--- config.mk ---
export PLATFORM = sky130hd
export DESIGN_NAME = register_byte_reader
export DESIGN_NICKNAME = d
export VERILOG_FILES = /design/src/rtl/register_byte_reader.sv
export SDC_FILE = /design/constraint.sdc
export NUM_CORES = 1
export LEC_CHECK = 0
export CAP_MARGIN = 30
export CORE_ASPECT_RATIO = 0.8
export CORE_UTILIZATION = 43
export CTS_BUF_LIST = sky130_fd_sc_hd__clkbuf_4
export CTS_CLUSTER_DIAMETER = 80
export DETAILED_ROUTE_END_ITERATION = 12
export HOLD_SLACK_MARGIN = 0.05
export PLACE_DENSITY = 0.76
export REMOVE_ABC_BUFFERS = 1
export SETUP_SLACK_MARGIN = 0.3
export SLEW_MARGIN = 20
export SYNTH_ARGS = -nofsm -noshare
export SYNTH_HDL_FRONTEND = slang
export SYNTH_SLANG_ARGS = --single-unit
--- constraint.sdc ---
create_clock -name clk -period 1.9 [get_ports clk]
set_clock_uncertainty 0.05 [all_clocks]
set_input_delay 0.57 -clock clk [delete_from_list [all_inputs] [get_ports clk]]
set_output_delay 0.57 -clock clk [all_outputs]
set_load 0.02 [all_outputs]
--- src/rtl/register_byte_reader.sv ---
// Snapshot register reader: captures a WIDTH-bit word and streams it out one
// BYTE_WIDTH lane per valid/ready handshake, least-significant lane first.
module register_byte_reader #(
    parameter  int unsigned WIDTH      = 32,
    parameter  int unsigned BYTE_WIDTH = 8,
    localparam int unsigned NBYTES     = (WIDTH - 1) / BYTE_WIDTH + 1,
    localparam int unsigned IDX_W      = (NBYTES > 1) ? $clog2(NBYTES) : 1
) (
    input  logic                  clk,
    input  logic                  rst,
    input  logic                  flush_i,
    input  logic                  load_valid_i,
    output logic                  load_ready_o,
    input  logic [WIDTH-1:0]      d_i,
    output logic                  byte_valid_o,
    input  logic                  byte_ready_i,
    output logic [BYTE_WIDTH-1:0] byte_o,
    output logic [IDX_W-1:0]      byte_idx_o,
    output logic                  byte_last_o
);

    localparam int unsigned SHADOW_W = NBYTES * BYTE_WIDTH;

    typedef enum logic {
        IDLE = 1'b0,
        SEND = 1'b1
    } state_e;

    state_e                             state_q, state_d;
    logic [NBYTES-1:0][BYTE_WIDTH-1:0]  shadow_q, shadow_d;
    logic [IDX_W-1:0]                   idx_q, idx_d;

    logic lane_last_c;
    logic load_hs_c;
    logic byte_hs_c;

    // State register; shadow upper pad bits are zero because d_i is zero-extended on capture
    always_ff @(posedge clk or negedge rst) begin
        if (!rst) begin
            state_q  <= IDLE;
            shadow_q <= '0;
            idx_q    <= '0;
        end else begin
            state_q  <= state_d;
            shadow_q <= shadow_d;
            idx_q    <= idx_d;
        end
    end

    // Next-state, handshakes and lane outputs
    always_comb begin
        state_d      = state_q;
        shadow_d     = shadow_q;
        idx_d        = idx_q;
        load_ready_o = 1'b0;
        byte_valid_o = 1'b0;
        byte_o       = '0;
        byte_idx_o   = '0;
        byte_last_o  = 1'b0;

        lane_last_c = (idx_q == IDX_W'(NBYTES - 1));

        if (state_q == SEND) begin
            byte_valid_o = 1'b1;
            byte_o       = shadow_q[idx_q];
            byte_idx_o   = idx_q;
            byte_last_o  = lane_last_c;
        end

        // Reload is offered on the final lane handshake so streams can run back-to-back
        if (rst && !flush_i) begin
            load_ready_o = (state_q == IDLE) ? 1'b1 : (byte_ready_i & lane_last_c);
        end

        load_hs_c = load_valid_i & load_ready_o;
        byte_hs_c = byte_valid_o & byte_ready_i;

        if (flush_i) begin
            state_d = IDLE;
            idx_d   = '0;
        end else begin
            if (byte_hs_c) begin
                if (lane_last_c) begin
                    state_d = IDLE;
                    idx_d   = '0;
                end else begin
                    idx_d = idx_q + IDX_W'(1);
                end
            end
            if (load_hs_c) begin
                shadow_d = SHADOW_W'(d_i);
                idx_d    = '0;
                state_d  = SEND;
            end
        end
    end

endmodule

==> flow_metrics.env <==
export IMPL_clk_pin_slew_ns=0.10
export IMPL_ys_seq_area_share_pct=53.4
export IMPL_ys_types=17
export IMPL_holdCritPathClass="input pin to async pin"
export IMPL_drive_gt1_share_pct=56.2
export IMPL_synth_xor_area_share_pct=0
export IMPL_layout_area_overhead_vs_synth_pct=55.8
export IMPL_ant_nets=0
export IMPL_drtPass1Iterations=10
export IMPL_powerDensity_mw_per_mm2=737
export IMPL_start_util_pct=46.3
export IMPL_fin_cells=220
export IMPL_wire_per_inst_um=17.8
export IMPL_synth_seq_cells=35
export IMPL_detailroute_via_count=1159
export IMPL_finalPower_mw=1.88
export IMPL_drcViolationCount=5
export IMPL_synth_avg_cell_area_um2=15.6
export IMPL_cp_end_kind="output port"
export IMPL_startpoint_type="flip-flop"
export IMPL_irDropWorstVdd_mv=0.545
export IMPL_synth_compound_area_share_pct=1.60
export IMPL_status="complete, but fails checks"
export IMPL_fmax_ghz=0.434
export IMPL_finalMaxSlewViolations=0
export IMPL_crit_type="flip-flop to output port"
export IMPL_first_global_vias=1229
export IMPL_crit_arrival_ns=1.68
export IMPL_required_ns=1.28
export IMPL_worst_slew_pin_slew_ns=0.448
export IMPL_synthSimpleGateAreaFrac_pct=6.95
export IMPL_fp_row_count=19
export IMPL_cts_root_buffer="clkbuf_4"
export IMPL_ios=50
export IMPL_min_period_over_period_pct=121
export IMPL_clock_latency_ns=0.34
export IMPL_die_h_um=57.2
export IMPL_report_final_setup_viol=43
export IMPL_clock_path_buffers=2
export IMPL_cts_num_sinks=35
export IMPL_critPathMaxFanout=8
export IMPL_dp_cells=202
export IMPL_violations="design-rule violations, negative setup slack"
export IMPL_die_w_um=71.0
export IMPL_grt_usage_pct=20.6
export IMPL_synth_mux_area_share_pct=34.2
export IMPL_finalWeightedCongestion=0.741
export IMPL_drt_iter0_drc=64
export IMPL_grt_pass1_wl_mm=6.02
export IMPL_grt_max_degree=37
export IMPL_max_slew_margin_pct=70.2
export IMPL_synthCells=105
export IMPL_drt_wl_total_mm=3.92
export IMPL_fin_ws_ns=-0.402
export IMPL_syn_cell_area_mm2=0.00164
export IMPL_core_area_mm2=0.00354
export IMPL_finalNetCount=216
export IMPL_drv_cap=0
export IMPL_num_fill_cells=231
export IMPL_grt_overflow_total=0
export IMPL_ys_warnings_count=0
export IMPL_hold_viol_final=0
export IMPL_post_route_min_period_ns=2.30
export IMPL_cts_tree="yes"
export IMPL_die_area_mm2=0.00406
export IMPL_io_buffers=49
export IMPL_pre_cts_slack_ns=-0.731
export IMPL_synthAdderAreaFrac_pct=0.763
export IMPL_vias_per_cell=5.27
export IMPL_dpl_hpwl_mm=2.45
export IMPL_cts_buffers=5
export IMPL_tns_ns=-7.38
export IMPL_r2r_setup_slack_ns=-0.14
export IMPL_antenna_cells=0
export IMPL_p_leak_nw=1.11
export IMPL_synth_top_family_by_area="multiplexers"
export IMPL_antenna_found_initial=0
export IMPL_htree_num_levels=2
export IMPL_grt_setup_unrepaired="yes"
-- flip-flops by register name, summed over array words and instances, names as in the netlist --
| name | cells |
|---|---|
| state_q | 1 |
| shadow_q | 32 |
| idx_q | 2 |
-- worst paths after layout --
check	from	endpoint	cells past startpoint
min reg2reg	shadow_q[21]	shadow_q[21]	1
max in group asynchronous	rst	shadow_q[0]	2
max reg2reg	idx_q[0]	shadow_q[29]	9
min	rst	shadow_q[14]	2
min in group clk	shadow_q[21]	shadow_q[21]	1
max	idx_q[0]	byte_o[7]	4
-- layout by cell type, fill, tap and decap left out, types with 2 or more instances in the layout --
master and n:
buf_6 23, nand2_1 2, clkbuf_16 2, dfrtp_1 35
and2_4 11, buf_4 8, buf_12 2, clkbuf_4 5
mux2_4 4, mux2_2 28, nor3_2 2, clkdlybuf4s50_1 35
mux4_2 8, mux2i_1 2
-- metal layers --
layer	track usage, %	routed length (µm)	part of all wire [%]
met5	0	0	0
met4	6.00	32	0.82
met2	33.4	1930	49
met1	25.0	1720	44
met3	9.54	233	5.9
-- report_power, final --
| part | internal (mW) | total, mW | switching, mW |
|---|---|---|---|
| combinational | 0.365 | 0.532 | 0.167 |
| sequential | 0.903 | 0.986 | 0.0831 |
| clock | 0.131 | 0.366 | 0.235 |
| total | 1.40 | 1.88 | 0.485 |
-- stage by stage --
step,hold WS [ns],cell area (µm²),utilization (%)
finish,0.233,2550,72.1
global route,0.229,2550,72.1
CTS,0.240,2400,67.8
detailed placement,0.441,2250,63.4
global placement,0.433,2250,63.4
floorplan,0.224,1590,-
-- cells in the mapped netlist --
cell type | count | area (µm²)
clkbuf_1 | 2 | 7.51
buf_2 | 1 | 5.00
nor3_4 | 1 | 16.3
ha_1 | 1 | 12.5
a21o_1 | 1 | 7.51
inv_1 | 1 | 3.75
buf_6 | 3 | 33.8
a21boi_4 | 1 | 18.8
dfrtp_1 | 35 | 876
nor3_1 | 2 | 10.0
and2_1 | 11 | 68.8
mux2_2 | 32 | 360
nor3b_1 | 1 | 7.51
mux4_2 | 8 | 180
nand2_1 | 2 | 7.51
nor2_1 | 1 | 3.75
mux2i_1 | 2 | 20.0
-- repair_timing --
| action | 4_1_cts | 5_1_grt |
|---|---|---|
| endpoints found under the setup margin | 48 | 48 |
| resized for setup | 90 | 21 |
| setup buffers | 3 | 4 |
| hold buffers | 0 | 0 |
| gates cloned | 2 | 2 |
| pin swaps | 9 | 3 |
-- layout make-up --
class | instances | area, µm² | share of cell area, %
Timing Repair Buffer | 72 | 792 | 31.0
Clock inverter | 2 | 8.76 | 0.343
Sequential cell | 35 | 876 | 34.3
Inverter | 1 | 3.75 | 0.147
Multi-Input combinational cell | 63 | 783 | 30.7
Clock buffer | 5 | 37.5 | 1.47
Tap cell | 42 | 52.6 | 2.06
-- kinds of logic after synthesis --
| family | Yosys count |
|---|---|
| mux | 42 |
| flops | 35 |
| simple gates | 18 |
| buf+inv | 7 |
| compound gates | 2 |
| fa+ha+maj | 1 |
-- critical path, stage by stage (launching register included) --
cell and delay [ns]:
dfrtp_1 0.42, buf_12 0.15, mux4_2 0.49, and2_4 0.15, buf_6 0.12
Power figures use the tool's default switching activity.
